==> src/rtl/if_stage_if.sv <==
// Fetch-stage bundle: redirect/stall from the pipeline, imem request/response, decode-facing head entry.
// Ports: redirect_valid/redirect_pc, stall, imem_req/imem_addr/imem_ack/imem_rdata/imem_err,
//        valid_o/pc_o/instr_o, opcode/funct3/funct7/funct12, RaiseExcep/ExcepCode.
interface if_stage_if;
  logic        redirect_valid;
  logic [31:0] redirect_pc;
  logic        stall;
  logic        imem_req;
  logic [31:0] imem_addr;
  logic        imem_ack;
  logic [31:0] imem_rdata;
  logic        imem_err;
  logic        valid_o;
  logic [31:0] pc_o;
  logic [31:0] instr_o;
  logic [6:0]  opcode;
  logic [2:0]  funct3;
  logic [6:0]  funct7;
  logic [11:0] funct12;
  logic        RaiseExcep;
  logic [3:0]  ExcepCode;

  // master: the fetch stage itself
  modport master (
    input  redirect_valid, redirect_pc, stall, imem_ack, imem_rdata, imem_err,
    output imem_req, imem_addr, valid_o, pc_o, instr_o, opcode, funct3, funct7,
           funct12, RaiseExcep, ExcepCode
  );

  // slave: pipeline + instruction memory around the fetch stage
  modport slave (
    output redirect_valid, redirect_pc, stall, imem_ack, imem_rdata, imem_err,
    input  imem_req, imem_addr, valid_o, pc_o, instr_o, opcode, funct3, funct7,
           funct12, RaiseExcep, ExcepCode
  );
endinterface

==> src/rtl/if_stage.sv <==
// Instruction fetch: holds fetch PC, single-outstanding imem requests, small buffer feeding decode.
// Latency: registered imem_req; head fields are combinational from the buffer (>=2 cycles req->valid_o).
// Backpressure: stall holds the head entry; requests stop when the buffer has no room.
// Ports: clk, rst (async active-high), bus (if_stage_if.master).
// Option: IF_PREFETCH_EN -- when defined, the buffer fills up to DEPTH ahead of decode;
//         otherwise effective depth is 1 (request only when empty or popping).
module if_stage #(
  parameter logic [31:0] RESET_PC = 32'h0000_0000,
  parameter int unsigned DEPTH    = 2
) (
  input  logic       clk,
  input  logic       rst,
  if_stage_if.master bus
);
  localparam logic [31:0] NOP = 32'h0000_0013;
  localparam int unsigned PW  = (DEPTH > 1) ? $clog2(DEPTH) : 1;
  localparam int unsigned CW  = $clog2(DEPTH + 1);

  typedef enum logic [1:0] {ST_FETCH, ST_WAIT, ST_DRAIN} state_t;

  typedef struct packed {
    logic [31:0] pc;
    logic [31:0] instr;
    logic        exc;
    logic [3:0]  code;
  } ent_t;

  state_t         r_state, w_state_nxt;
  logic           r_req;
  logic [31:0]    r_addr;
  logic [31:0]    r_pc;
  logic           r_halted;
  ent_t           r_mem [DEPTH];
  logic [PW-1:0]  r_wptr, r_rptr;
  logic [CW-1:0]  r_count;

  logic           w_valid, w_pop, w_space, w_issue, w_push, w_take, w_halt_set, w_adv_pc;
  logic [PW-1:0]  w_wptr_nxt, w_rptr_nxt;
  logic [31:0]    w_instr;
  ent_t           w_push_ent, w_head;

  assign w_valid = (r_count != '0);
  assign w_head  = r_mem[r_rptr];
  // Redirect flushes the buffer, so it also suppresses the pop.
  assign w_pop   = w_valid && !bus.stall && !bus.redirect_valid;
  // An ack only belongs to us while a request is outstanding; after reset it is ignored.
  assign w_take  = bus.imem_ack && (r_state != ST_FETCH);

`ifdef IF_PREFETCH_EN
  // In FETCH nothing is in flight, so occupancy alone bounds the next request.
  assign w_space = (r_count < CW'(DEPTH));
`else
  assign w_space = (r_count == '0) || ((r_count == CW'(1)) && w_pop);
`endif

  assign w_wptr_nxt = (DEPTH == 1) ? '0 : r_wptr + PW'(1);
  assign w_rptr_nxt = (DEPTH == 1) ? '0 : r_rptr + PW'(1);

  always_ff @(posedge clk or posedge rst) begin
    if (rst) r_state <= ST_FETCH;
    else     r_state <= w_state_nxt;
  end

  always_comb begin
    w_state_nxt = r_state;
    w_issue     = 1'b0;
    w_push      = 1'b0;
    w_push_ent  = '0;
    w_halt_set  = 1'b0;
    w_adv_pc    = 1'b0;
    unique case (r_state)
      ST_FETCH: begin
        if (!bus.redirect_valid && !r_halted && w_space) begin
          if (r_pc[1:0] != 2'b00) begin
            // Misaligned target: report it through the buffer instead of fetching.
            w_push     = 1'b1;
            w_push_ent = '{pc: r_pc, instr: NOP, exc: 1'b1, code: 4'd0};
            w_halt_set = 1'b1;
          end else begin
            w_issue     = 1'b1;
            w_state_nxt = ST_WAIT;
          end
        end
      end
      ST_WAIT: begin
        if (bus.imem_ack) begin
          w_state_nxt = ST_FETCH;
          // A redirect in the ack cycle wins: the returned word is dropped.
          if (!bus.redirect_valid) begin
            w_push     = 1'b1;
            w_adv_pc   = 1'b1;
            w_halt_set = bus.imem_err;
            w_push_ent = '{pc:    r_addr,
                           instr: bus.imem_err ? NOP : bus.imem_rdata,
                           exc:   bus.imem_err,
                           code:  bus.imem_err ? 4'd1 : 4'd0};
          end
        end else if (bus.redirect_valid) begin
          w_state_nxt = ST_DRAIN;
        end
      end
      ST_DRAIN: begin
        if (bus.imem_ack) w_state_nxt = ST_FETCH;
      end
      default: w_state_nxt = ST_FETCH;
    endcase
  end

  always_ff @(posedge clk or posedge rst) begin
    if (rst) begin
      r_req    <= 1'b0;
      r_addr   <= RESET_PC;
      r_pc     <= RESET_PC;
      r_halted <= 1'b0;
      r_wptr   <= '0;
      r_rptr   <= '0;
      r_count  <= '0;
    end else begin
      // imem_addr is a separate register so a redirect cannot disturb an in-flight request.
      if (w_issue) begin
        r_req  <= 1'b1;
        r_addr <= r_pc;
      end else if (w_take) begin
        r_req  <= 1'b0;
      end

      if (bus.redirect_valid) r_pc <= bus.redirect_pc;
      else if (w_adv_pc)      r_pc <= r_addr + 32'd4;

      if (bus.redirect_valid) r_halted <= 1'b0;
      else if (w_halt_set)    r_halted <= 1'b1;

      if (bus.redirect_valid) begin
        r_wptr  <= '0;
        r_rptr  <= '0;
        r_count <= '0;
      end else begin
        if (w_push) r_wptr <= w_wptr_nxt;
        if (w_pop)  r_rptr <= w_rptr_nxt;
        r_count <= r_count + CW'(w_push) - CW'(w_pop);
      end
    end
  end

  // Storage needs no reset: entries are only visible through r_count.
  always_ff @(posedge clk) begin
    if (w_push) r_mem[r_wptr] <= w_push_ent;
  end

  assign w_instr        = w_valid ? w_head.instr : NOP;
  assign bus.imem_req   = r_req;
  assign bus.imem_addr  = r_addr;
  assign bus.valid_o    = w_valid;
  assign bus.pc_o       = w_valid ? w_head.pc : 32'd0;
  assign bus.instr_o    = w_instr;
  assign bus.opcode     = w_instr[6:0];
  assign bus.funct3     = w_instr[14:12];
  assign bus.funct7     = w_instr[31:25];
  assign bus.funct12    = w_instr[31:20];
  assign bus.RaiseExcep = w_valid && w_head.exc;
  assign bus.ExcepCode  = w_valid ? w_head.code : 4'd0;
endmodule

==> src/flat_wrapper.sv <==
// flat-port wrapper written by rule: the top's interface ports become plain ports
module if_stage_flat 
#(
  parameter logic [31:0] RESET_PC = 32'h0000_0000,
  parameter int unsigned DEPTH    = 2
)
  (clk, rst, bus_redirect_valid, bus_redirect_pc, bus_stall, bus_imem_ack, bus_imem_rdata, bus_imem_err, bus_imem_req, bus_imem_addr, bus_valid_o, bus_pc_o, bus_instr_o, bus_opcode, bus_funct3, bus_funct7, bus_funct12, bus_RaiseExcep, bus_ExcepCode);
  if_stage_if bus_i ();
  input  logic clk;
  input  logic rst;
  input wire logic [$bits(bus_i.redirect_valid)-1:0] bus_redirect_valid;
  input wire logic [$bits(bus_i.redirect_pc)-1:0] bus_redirect_pc;
  input wire logic [$bits(bus_i.stall)-1:0] bus_stall;
  input wire logic [$bits(bus_i.imem_ack)-1:0] bus_imem_ack;
  input wire logic [$bits(bus_i.imem_rdata)-1:0] bus_imem_rdata;
  input wire logic [$bits(bus_i.imem_err)-1:0] bus_imem_err;
  output wire logic [$bits(bus_i.imem_req)-1:0] bus_imem_req;
  output wire logic [$bits(bus_i.imem_addr)-1:0] bus_imem_addr;
  output wire logic [$bits(bus_i.valid_o)-1:0] bus_valid_o;
  output wire logic [$bits(bus_i.pc_o)-1:0] bus_pc_o;
  output wire logic [$bits(bus_i.instr_o)-1:0] bus_instr_o;
  output wire logic [$bits(bus_i.opcode)-1:0] bus_opcode;
  output wire logic [$bits(bus_i.funct3)-1:0] bus_funct3;
  output wire logic [$bits(bus_i.funct7)-1:0] bus_funct7;
  output wire logic [$bits(bus_i.funct12)-1:0] bus_funct12;
  output wire logic [$bits(bus_i.RaiseExcep)-1:0] bus_RaiseExcep;
  output wire logic [$bits(bus_i.ExcepCode)-1:0] bus_ExcepCode;
  assign bus_i.redirect_valid = bus_redirect_valid;
  assign bus_i.redirect_pc = bus_redirect_pc;
  assign bus_i.stall = bus_stall;
  assign bus_i.imem_ack = bus_imem_ack;
  assign bus_i.imem_rdata = bus_imem_rdata;
  assign bus_i.imem_err = bus_imem_err;
  assign bus_imem_req = bus_i.imem_req;
  assign bus_imem_addr = bus_i.imem_addr;
  assign bus_valid_o = bus_i.valid_o;
  assign bus_pc_o = bus_i.pc_o;
  assign bus_instr_o = bus_i.instr_o;
  assign bus_opcode = bus_i.opcode;
  assign bus_funct3 = bus_i.funct3;
  assign bus_funct7 = bus_i.funct7;
  assign bus_funct12 = bus_i.funct12;
  assign bus_RaiseExcep = bus_i.RaiseExcep;
  assign bus_ExcepCode = bus_i.ExcepCode;
  if_stage #(.RESET_PC(RESET_PC), .DEPTH(DEPTH)) u_core (.clk(clk), .rst(rst), .bus(bus_i));
endmodule
==> config.mk <==
export PLATFORM = sky130hd
export DESIGN_NAME = if_stage_flat
export DESIGN_NICKNAME = d
export VERILOG_FILES = /design/src/rtl/if_stage_if.sv /design/src/rtl/if_stage.sv /design/src/flat_wrapper.sv
export SDC_FILE = /design/constraint.sdc
export NUM_CORES = 1
export LEC_CHECK = 0
export CAP_MARGIN = 20
export CORE_ASPECT_RATIO = 0.9
export CORE_MARGIN = 4
export CORE_UTILIZATION = 46
export CTS_CLUSTER_DIAMETER = 200
export CTS_CLUSTER_SIZE = 30
export DETAILED_ROUTE_END_ITERATION = 6
export GPL_ROUTABILITY_DRIVEN = 0
export GPL_TIMING_DRIVEN = 0
export PLACE_DENSITY_LB_ADDON = 0.15
export SLEW_MARGIN = 20
export SYNTH_ARGS = -nofsm -noshare
export SYNTH_HDL_FRONTEND = slang
export SYNTH_SLANG_ARGS = --single-unit
export TNS_END_PERCENT = 20
==> constraint.sdc <==
create_clock -name clk -period 6.7 [get_ports clk]
set_input_delay 2.01 -clock clk [delete_from_list [all_inputs] [get_ports clk]]
set_output_delay 2.01 -clock clk [all_outputs]
set_load 0.01 [all_outputs]
Word level (Yosys, flattened, before mapping)

Memories as Yosys holds them, arrays and structs flattened.
Index checks and enable logic that the tools add are counted.

Equal/unequal tests: 7
Add/sub/neg operators: 5
Reduce and logical (&&, ||, !) cells: 22
Muxes and demuxes: 41

Operators by type and width:

| kind                                                   | number |
|---|---|
| two-way mux 69 bit                                     | 4 |
| two-way mux 32 bit                                     | 5 |
| case mux 69 bit (2 select lines)                       | 1 |
| adder 32 x 3 -> 32 bit (second input constant)         | 1 |
| two-way mux 1 bit                                      | 21 |
| nonzero test 2 bit                                     | 8 |
| two-way mux 2 bit                                      | 6 |
| logical AND 1 bit                                      | 7 |
| case mux 2 bit (3 select lines)                        | 1 |
| == test 2 x 1 -> 1 bit (second input constant)         | 2 |
| zero test 2 bit                                        | 2 |
| two-way mux 4 bit                                      | 1 |
| inequality test 2 bit (second input constant)          | 2 |
| case mux 1 bit (2 select lines)                        | 2 |
| AND reduction 4 bit                                    | 1 |
| zero test 1 bit                                        | 3 |
| inequality test 3 bit (second input constant)          | 1 |
| adder 1 bit (second input constant)                    | 2 |
| adder 2 x 1 -> 2 bit                                   | 1 |
| == test 2 bit (second input constant)                  | 1 |
| inequality test 2 x 1 -> 1 bit (second input constant) | 1 |
| subtractor 2 x 1 -> 2 bit                              | 1 |
| logical OR 1 bit                                       | 1 |

Register bits after elaboration: 72
RAM bits: 138
Memories: 1
Logic and storage cells: 84

Memories:

| name         | depth | width | rd ports | clocked after memory_dff | write ports | RTL line       | RTL |
|---|---|---|---|---|---|---|---|
| u_core.r_mem | 2     | 69    | 1        | 0                        | 1           | if_stage.sv:33 | `ent_t r_mem [DEPTH];` |

Longest topological paths before layout

Gate-level depths: netlist of the first run.

Depth in word-level cells: 11
Mapped depth: 8
Gate-level depth less buffers: 7

Worst setup path before layout of the first run

No wires, ideal clock.

Kind: input to register
Start: in bus_redirect_valid
End: mem u_core.r_mem[0][0] (netlist bit), enable pin
Buffers on the path: 0
Cell stages on the path: 4
Setup time: 0.512 ns
Data required time: 6.188 ns
Path slack: 0.191 ns
Arrival time: 5.997 ns
Cell sequence: or3_1 -> nor2_1 -> o21ai_0 -> a21oi_1

Cells in the longest elaborated chain, start to end: 9

RTL lines:

| item                                        | RTL line                       | RTL |
|---|---|---|
| start: declaration                          | flat_wrapper.sv:11             | `input wire logic [$bits(bus_i.redirect_valid)-1:0] bus_redirect_valid;` |
| zero test 1 bit                             | if_stage.sv:45, if_stage.sv:73 |  |
| logical AND 1 bit                           | if_stage.sv:45                 | `assign w_pop = w_valid && !bus.stall && !bus.redirect_valid;` |
| logical AND 1 bit                           | if_stage.sv:53                 | `assign w_space = (r_count == '0) \|\| ((r_count == CW'(1)) && w_pop);` |
| logical OR 1 bit                            | if_stage.sv:53                 |  |
| logical AND 1 bit                           | if_stage.sv:73                 | `if (!bus.redirect_valid && !r_halted && w_space) begin` |
| two-way mux 1 bit                           | if_stage.sv:73                 |  |
| case mux 1 bit (2 select lines) (*)         | if_stage.sv:71                 | `unique case (r_state)` |
| two-way mux 1 bit (*)                       | if_stage.sv:147                | `if (w_push) r_mem[r_wptr] <= w_push_ent;` |
| two-way mux 1 bit (not written as such) (*) | if_stage.sv:147                |  |
| end: declaration                            | if_stage.sv:33                 |  |

Mark *: on every way between the ends. The rest lies on a longest branch, timed or not.

Final worst setup path of the first run

Start: reg u_core.r_rptr
End: out bus_opcode[1]

Cells in the longest elaborated chain, start to end: 2

RTL lines:

| item                     | RTL line           | RTL |
|---|---|---|
| start: declaration       | if_stage.sv:34     | `logic [PW-1:0] r_wptr, r_rptr;` |
| start signal: assignment | if_stage.sv:139    | `if (w_pop) r_rptr <= w_rptr_nxt;` |
| memory (2 x 69 bit)      | -                  |  |
| two-way mux 32 bit       | if_stage.sv:150    | `assign w_instr = w_valid ? w_head.instr : NOP;` |
| end: declaration         | flat_wrapper.sv:22 | `output wire logic [$bits(bus_i.opcode)-1:0] bus_opcode;` |

No other way between the ends.

==> results of run 1 <==
==> cells in the mapped netlist (5+ instances only) <==
library cell,count,area share [%]
edfxtp_1,132,42
nor2_1,89,3.6
dfrtp_1,72,19
mux2i_1,72,7.7
nand2_1,61,2.4
and2_1,34,2.3
buf_4,33,2.6
clkbuf_1,30,1.2
mux2_2,30,3.6
a22o_1,29,2.7
o21ai_0,21,1.1
xor2_1,17,1.6
nand3_1,15,0.80
o221ai_1,14,1.3
xnor2_1,12,1.1
a21oi_1,11,0.59
inv_1,8,0.32
buf_1,6,0.24
nand4_1,6,0.40
nor3_1,6,0.32
buf_2,5,0.27
==> metal layers <==
metal / routed length, um / share of wire, % / global-route usage, % / vias to the layer above
met1: 10700 / 45 / 29.7 / 3114
li1: - / - / - / 3080
met2: 11200 / 47 / 33.6 / 242
met4: 495 / 2.1 / 4.49 / 0
met3: 1520 / 6.3 / 2.59 / 30
met5: 0 / 0 / 0 / -
==> state kept, by name, indices dropped and copies added (netlist names) <==
name / count
u_core.r_count: 2
u_core.r_wptr: 1
u_core.bus.imem_addr: 32
u_core.r_state: 2
u_core.r_rptr: 1
u_core.r_halted: 1
u_core.bus.imem_req: 1
u_core.r_mem: 132
u_core.r_pc: 32
==> worst max-delay path, cell delays in order (launching register included) <==
cell,delay [ns]
dfrtp_1,0.33
clkbuf_1,0.21
buf_1,0.56
buf_2,0.43
mux2i_1,0.32
nand2_1,0.14
buf_4,0.15
clkdlybuf4s50_1,0.46
==> power groups by stage <==
| stage | clock network, mW | registers (mW) | logic, mW |
|---|---|---|---|
| after global placement | 0 | 1.98 | 2.09 |
| final | 0.684 | 1.93 | 2.16 |
| after global routing | 0.749 | 1.96 | 2.33 |
| after detailed placement | 0 | 1.95 | 2.18 |
| after CTS | 0.698 | 1.92 | 2.19 |
| after floorplan | 0 | 1.95 | 1.06 |
==> kinds of logic after synthesis <==
logic type	count (synthesis)	synth area share, %
AO/OA/AOI/OAI	86	6.76
XOR/XNOR	29	2.71
adder cells (fa/ha/maj)	3	0.401
buffers and inverters	84	4.92
flip-flops	204	61.6
multiplexers	102	11.3
other	1	0.0400
AND/OR/NAND/NOR	238	12.3
==> worst min path at each step <==
stage,slack (ns),endpoint,cells past startpoint
floorplan,0.47,u_core.r_halted,1
global placement,0.48,u_core.r_halted,1
detailed placement,0.49,u_core.r_halted,1
CTS,0.52,u_core.r_halted,1
global route,0.54,u_core.r_halted,1
finish,0.52,u_core.r_halted,1
==> layout make-up <==
cell class	instances	area [sq um]	area share [%]
clock inverter	1	8.76	0.0721
sequential	204	5770	47.5
inverter	8	32.5	0.268
multi-input combinational	461	3160	26.0
buffer	76	430	3.54
tap	255	319	2.63
timing repair buffer	204	2130	17.6
clock buffer	15	290	2.39
==> metrics.txt, run 1 <==
Syn Area/Cell=12.5 sq um; PostCTS Resize Cnt=0; WL/cell=19.6 um; Final Util=60.8%; Final Max Slew Viols=0; Final min period=5.08 ns; commonest non-fill, non-tap cell in the layout=clkdlybuf4s50_1; min-delay worst type=register to register; combinational power share=45.3%; worst reg2reg path depth=8; initial drt markers=369; hold_sp=u_core.r_halted; DIE HEIGHT=143 um; TNS Setup=0 ns; CTS tree=built; worst vdd ir=171 uV; period utilization=75.8%; Crit path arrival time=3.07 ns; Unique masters post-synth=50; pwr/cell area=393 nW/um^2; R2R Path End=u_core.r_mem[0][22]; die width=158 um; crit path kind=register to output port; Worst Clk Skew=0.0193 ns; Leakage=4.51 nW; critical path fanouts, max=10; DRC viols=0; kind of start point of the critical path=register; clock root cell=clkbuf_16; actual slew at the worst max-slew pin=0.981 ns; Non-Filler Instances=1,224; H-Tree Depth=1; outcome=finished, final reports clean; total power=4.77 mW; CTS buffer count=10; CTS Hold Bufs=0; Int Pwr=3.12 mW; Slew headroom=34.4%; YS warnings=0; Gate Count Post-Synth=747; clk sinks=204; IO Count=202; Fin. Hold Viols=0; Final Hold Slack=0.518 ns; Rows=49; diode count=0; drt total wl=23,900 um; effective utilization at floorplan=46.9%; dpl cells=1,208; Switch Pwr=1.65 mW; # setup viols final=0; die area=22,700 sq um; Pre-antenna DRT Iters=5; post-CTS setup buffers=0; Routed Antenna Nets=0; Critical Path RT=4.69 ns; Cell Area, Synth=9370 sq um; design area=12,100 sq um; area post-placement=11,800 sq um; initial antenna violation count=0; #FFs+latches synth=204; commonest cells after routing, fill and taps aside=198 x clkdlybuf4s50_1, 132 x edfxtp_1, 89 x nor2_1, 72 x mux2i_1, 72 x dfrtp_1; Final WS setup=1.62 ns; DR vias=6,466; Final HPWL DP=17,300 um; vias in the first global route=6,324; fmax=0.197 GHz; layout cells sized above 1=10.6%; Primary FF master, synth=edfxtp_1; area delta synth->final=29.6%; DP Worst Slack=1.89 ns; endpoint class of the critical path=output port; gr ovfl total=0; first-pass GRT wire length=35,900 um; CTS clk-pin slew, worst paths=0.11 ns; clk buf depth=3; Clock power frac=14.3%; crit path to=bus_opcode[1]; Clk Latency, worst-skew pair=0.47 ns; largest net degree at the start of global routing=48; Reg2Reg Setup Slack=3.82 ns; sw frac=34.6%; RSZ-0062 raised after global routing=false; Max-Cap Viols=0; Post-synth ARST share=35.3%; Seq pwr share=40.4%; Filler Cell Count=1,661; Post-synth EDFFs=132; register area share after synthesis=61.6%; DR vias/cell=5.28; port bufs=198; fin nets=1,038; CP Launch Point=u_core.r_rptr; worst r2r src=u_core.r_state[0]; core area=20,000 sq um; total track usage=20.5%
(Power assumes the default switching activity.)
==> inputs of run 2 (changes only) <==
- clock period: 6.7 -> 4.26 ns (I/O delays scaled with it)
==> run 2 against run 1 <==
Effect of this change:
- worst hold slack better by 0.0024 ns
- non-clock buffer count fell by 1
- flip-flop and latch count unchanged
- total power increased by 57%
- critical path depth is the same
- clock-buffer cell count unchanged
- register-to-register slack got worse by 2.5 ns
- global-route usage rose by 0.22 points
- die area is the same
- combinational power grew 56%
- clock power grew 56%
- final area decreased by 0.16%
==> metrics.txt, run 2 (synthesis gave the netlist of run 1 again) <==
outcome=finished, final reports clean (unchanged); post-CTS setup buffers=0 (unchanged); design area=12,100 sq um (about the same); port bufs=198 (unchanged); Fin. Hold Viols=0 (unchanged); Routed Antenna Nets=0 (unchanged); Final Util=60.7% (was 60.8%); gr ovfl total=0 (unchanged); vias in the first global route=6,248 (was 6,324); CTS clk-pin slew, worst paths=0.11 ns (about the same); Final HPWL DP=17,200 um (was 17,300 um); die width=158 um (unchanged); Final WS setup=0.258 ns (was 1.62 ns); max reg flops=132 (unchanged); die area=22,700 sq um (unchanged); total track usage=20.7% (was 20.5%); clock root cell=clkbuf_16 (unchanged); area post-placement=11,800 sq um (about the same); effective utilization at floorplan=46.9% (unchanged); Crit path arrival time=2.72 ns (was 3.07 ns); actual slew at the worst max-slew pin=0.962 ns (was 0.981 ns); worst vdd ir=352 uV (was 171 uV); period utilization=94.0%; initial drt markers=341 (was 369); layout cells sized above 1=10.7% (was 10.6%); critical path fanouts, max=10 (unchanged); Met1 Wirelength=10,800 um (was 10,700 um); diode count=0 (unchanged); Leakage=4.50 nW (was 4.51 nW); H-Tree Depth=1 (unchanged); Clk Latency, worst-skew pair=0.46 ns (was 0.47 ns); Slew headroom=35.6% (was 34.4%); Filler Cell Count=1,618 (was 1,661); Critical Path RT=2.98 ns (was 4.69 ns); min-delay worst type=register to register (unchanged); DR vias/cell=5.39 (was 5.28); WL/cell=19.7 um (was 19.6 um); uppermost layer routed=met5 (was met4); # setup viols final=0 (unchanged); met3 WL=1740 um (was 1520 um); IO Count=202 (unchanged); pwr/cell area=617 nW/um^2 (was 393 nW/um^2); Reg2Reg Setup Slack=1.31 ns (was 3.82 ns); DR vias=6,587 (was 6,466); fmax=0.250 GHz; area delta synth->final=29.4% (was 29.6%); kind of start point of the critical path=register (unchanged); Non-Filler Instances=1,223 (was 1,224); WL met2=11,200 um (about the same); Rows=49 (unchanged); CTS buffer count=10 (unchanged); Max-Cap Viols=0 (unchanged); commonest non-fill, non-tap cell in the layout=clkdlybuf4s50_1 (unchanged); CTS tree=built (unchanged); dpl cells=1,207 (was 1,208); Worst Clk Skew=0.0157 ns (was 0.0193 ns); crit path kind=register to output port (unchanged); endpoint class of the critical path=output port (unchanged); largest net degree at the start of global routing=44 (was 48); RSZ-0062 raised after global routing=false (unchanged); DIE HEIGHT=143 um (unchanged); initial antenna violation count=1 (was 0); fin nets=1,037 (was 1,038); Final Max Slew Viols=0 (unchanged); core area=20,000 sq um (unchanged); DRC viols=0 (unchanged); DP Worst Slack=0.258 ns (was 1.89 ns); Final min period=4.00 ns; first-pass GRT wire length=36,100 um (was 35,900 um); Pre-antenna DRT Iters=4 (was 5); most flop-heavy register=u_core.r_mem (unchanged); commonest cells after routing, fill and taps aside=198 x clkdlybuf4s50_1, 132 x edfxtp_1, 89 x nor2_1, 72 x mux2i_1, 72 x dfrtp_1 (unchanged); clk sinks=204 (unchanged); drt total wl=24,100 um (was 23,900 um); clk buf depth=3 (unchanged)
[run 2: cell types whose count changed in the layout (fill, tap and decap cells not counted), sizes merged]
cell	before	now
buf	52	51
[run 2: routing by layer]
| layer | vias up | track usage, % |
|---|---|---|
| met3 | 24 | 3.28 |
| met5 | - | 0 |
| li1 | 3085 | - |
| met4 | 2 | 3.37 |
| met1 | 3201 | 29.8 |
| met2 | 275 | 34.2 |
[run 2: final cells by class]
cell class / instances / area (sq um) / share of cell area [%]
Clock buffer: 15 / 290 / 2.39
Inverter: 8 / 32.5 / 0.268
Buffer: 76 / 433 / 3.57
Sequential cell: 204 / 5770 / 47.6
Clock inverter: 1 / 8.76 / 0.0722
Multi-Input combinational cell: 461 / 3160 / 26.1
Tap cell: 255 / 319 / 2.63
Timing Repair Buffer: 203 / 2110 / 17.4
[run 2: where the power goes]
group / internal (mW) / total, mW / switching, mW
Combinational: 1.79 / 3.38 / 1.60
Sequential: 2.63 / 3.03 / 0.395
Clock: 0.483 / 1.07 / 0.588
Total: 4.90 / 7.48 / 2.58
[run 2: timing repair]
| item | 4_1_cts | 5_1_grt |
|---|---|---|
| gates resized for setup | 2 | 0 |
| hold endpoints to repair | 0 | 0 |
| setup endpoints to repair | 21 | 0 |
| hold buffers | 0 | 0 |
[run 2: through the flow]
stage	power [mW]	hold slack (ns)	TNS, ns
after global routing	7.92	0.525	0
final	7.48	0.520	0
after global placement	6.37	0.487	-173.02
after CTS	7.55	0.517	0
after floorplan	4.71	0.474	0
after detailed placement	6.49	0.491	0
[run 2: path summary, 6_finish.rpt]
| kind | start | to | cells after the start |
|---|---|---|---|
| max in group asynchronous | rst | u_core.bus.imem_addr[25] | 3 |
| hold / removal | u_core.r_halted | u_core.r_halted | 1 |
| setup reg to reg | u_core.r_state[0] | u_core.r_mem[0][36] | 8 |
| min in group asynchronous | rst | u_core.r_pc[6] | 2 |
| hold reg to reg | u_core.r_halted | u_core.r_halted | 1 |
| setup / recovery | u_core.r_rptr | bus_instr_o[28] | 7 |
[run 2: critical path: stages, from the launching register on]
cell and delay [ns]:
dfrtp_1 0.33, clkbuf_1 0.19, buf_2 0.33, buf_2 0.38, mux2i_1 0.12, nor2_1 0.23, buf_4 0.16, clkdlybuf4s50_1 0.52
==> inputs of run 3 (changes only) <==
- SKIP_LAST_GASP: not set -> 1
- SLEW_MARGIN: 20 -> not set
==> run 3 against run 2 <==
Effect of this change:
- worst setup slack gained 0.016 ns
- critical path depth is the same
- clock-buffer cell count is the same
- clock skew shrank 0.0056 ns
- cell count is the same
- final area is essentially flat
- sequential power is essentially flat
- global-route usage is essentially flat
- via count shrank 1.8%
- critical path type unchanged
- first-iteration DRC count grew 13%
- core utilization is essentially flat
==> metrics.txt, run 3 (synthesis gave the netlist of run 1 again) <==
CP max stage cell=clkdlybuf4s50_1 (unchanged); Int Pwr=4.90 mW (about the same); first-pass GRT wire length=35,800 um (was 36,100 um); DIE HEIGHT=143 um (unchanged); RSZ-0062 raised after global routing=false (unchanged); largest net degree at the start of global routing=60 (was 44); vias in the first global route=6,148 (was 6,248); max reg flops=132 (unchanged); port bufs=198 (unchanged); die width=158 um (unchanged); DR vias=6,469 (was 6,587); layout cells sized above 1=10.7% (unchanged); outcome=finished, final reports clean (unchanged); Filler Cell Count=1,632 (was 1,618); Slew headroom=37.4% (was 35.6%); CTS buffer count=10 (unchanged); min-delay worst type=register to register (unchanged); Buffers & Inverters on Critical Path=5 (unchanged); design area=12,100 sq um (about the same); fmax=0.251 GHz (was 0.250 GHz); commonest non-fill, non-tap cell in the layout=clkdlybuf4s50_1 (unchanged); Clk Latency, worst-skew pair=0.47 ns (was 0.46 ns); post-CTS setup buffers=0 (unchanged); period utilization=93.6% (was 94.0%); Pre-antenna DRT Iters=5 (was 4); critical path fanouts, max=10 (unchanged); Final HPWL DP=17,200 um (about the same); die area=22,700 sq um (unchanged); Leakage=4.51 nW (was 4.50 nW); crit path kind=register to output port (unchanged); initial drt markers=385 (was 341); combinational power share=45.2% (about the same); area post-placement=11,800 sq um (about the same); CP peak stage delay=0.52 ns (about the same); most flop-heavy register=u_core.r_mem (unchanged); area delta synth->final=29.5% (was 29.4%); Final Hold Slack=0.519 ns (was 0.520 ns); Final Max Slew Viols=0 (unchanged); worst vdd ir=352 uV (about the same); pwr/cell area=618 nW/um^2 (was 617 nW/um^2); Worst Clk Skew=0.0101 ns (was 0.0157 ns); total track usage=20.7% (about the same); clock root cell=clkbuf_16 (unchanged); commonest cells after routing, fill and taps aside=198 x clkdlybuf4s50_1, 132 x edfxtp_1, 89 x nor2_1, 72 x mux2i_1, 72 x dfrtp_1 (unchanged); DRC viols=0 (unchanged); Clock power frac=14.4% (was 14.3%); most frequent CP cell=buf_2 (unchanged); Fin. Hold Viols=0 (unchanged); CTS clk-pin slew, worst paths=0.11 ns (about the same); Crit path arrival time=2.71 ns (was 2.72 ns); IO Count=202 (unchanged); critical path cell sequence=clkbuf_1, buf_2, buf_2, mux2i_1, nor2_1, buf_4, clkdlybuf4s50_1 (unchanged); Final min period=3.99 ns (was 4.00 ns); DR vias/cell=5.29 (was 5.39); Max-Cap Viols=0 (unchanged); initial antenna violation count=1 (unchanged); actual slew at the worst max-slew pin=0.932 ns (was 0.962 ns); gr ovfl total=0 (unchanged); Final Util=60.7% (about the same); effective utilization at floorplan=46.9% (unchanged); clk sinks=204 (unchanged); diode count=0 (unchanged); Critical Path RT=2.98 ns (about the same); Routed Antenna Nets=0 (unchanged); Top delay family on crit path=buffers and inverters (unchanged); drt total wl=24,000 um (was 24,100 um); WL/cell=19.6 um (was 19.7 um); Reg2Reg Setup Slack=1.35 ns (was 1.31 ns); endpoint class of the critical path=output port (unchanged); sw frac=34.6% (was 34.5%); kind of start point of the critical path=register (unchanged); fin nets=1,037 (unchanged); clk buf depth=3 (unchanged); # setup viols final=0 (unchanged); Seq pwr share=40.4% (was 40.5%); H-Tree Depth=1 (unchanged); CTS tree=built (unchanged); Rows=49 (unchanged); Switch Pwr=2.60 mW (was 2.58 mW); core area=20,000 sq um (unchanged)
-- run 3: changes by cell type in the layout (fill, tap and decap cells not counted) --
cell / delta
buf_12: -1
buf_16: +1
-- run 3: power groups by stage --
| stage | sequential [mW] | combinational (mW) | clock, mW |
|---|---|---|---|
| after global placement | 3.07 | 3.30 | 0 |
| after floorplan | 3.04 | 1.67 | 0 |
| after global routing | 3.08 | 3.67 | 1.18 |
| after CTS | 3.02 | 3.44 | 1.10 |
| after detailed placement | 3.06 | 3.43 | 0 |
| final | 3.03 | 3.39 | 1.08 |
-- run 3: worst register-to-register path: cells and delay by family (launching register included) --
kind,cells,cell delay [ns]
AOI/OAI and AO/OA,1,0.28
buffers and inverters,4,1.53
DFF,1,0.44
and+or+nand+nor,3,0.44
-- run 3: repair_timing --
item                       in CTS  in global routing
setup endpoints to repair      25                  0
hold buffers                    0                  0
resized for setup               2                  0
-- run 3: final cells by class --
class	count	area, sq um	share of cell area (%)
Buffer	76	433	3.57
Clock buffer	15	290	2.39
Clock inverter	1	8.76	0.0722
Inverter	8	32.5	0.268
Multi-Input combinational cell	461	3160	26.1
Sequential cell	204	5770	47.5
Tap cell	255	319	2.63
Timing Repair Buffer	203	2120	17.5
-- run 3: stage by stage --
stage / setup slack (ns) / setup TNS (ns) / total power [mW] / std cells
after CTS: 0.173 / 0 / 7.56 / 1223
after global placement: -1.62 / -173.02 / 6.37 / 1202
final: 0.274 / 0 / 7.50 / 1223
after floorplan: 0.0616 / 0 / 4.71 / 749
after detailed placement: 0.260 / 0 / 6.49 / 1207
after global routing: 0.0582 / 0 / 7.93 / 1223
-- run 3: worst paths after layout --
path	from	end	cells after the start
worst max-delay path	u_core.r_rptr	bus_instr_o[28]	7
worst min-delay path	u_core.r_halted	u_core.r_halted	1
worst max register to register	u_core.r_state[0]	u_core.r_mem[0][44]	8
worst min register to register	u_core.r_halted	u_core.r_halted	1
max in group asynchronous	rst	u_core.bus.imem_addr[25]	3
min in group asynchronous	rst	u_core.bus.imem_addr[7]	2
-- run 3: per-layer routing --
layer	GRT usage (%)	vias to the layer above	wire length, um
li1	-	3093	-
met5	0	-	8
met3	3.49	22	1720
met4	3.05	2	269
met1	29.6	3116	10800
met2	34.4	236	11200
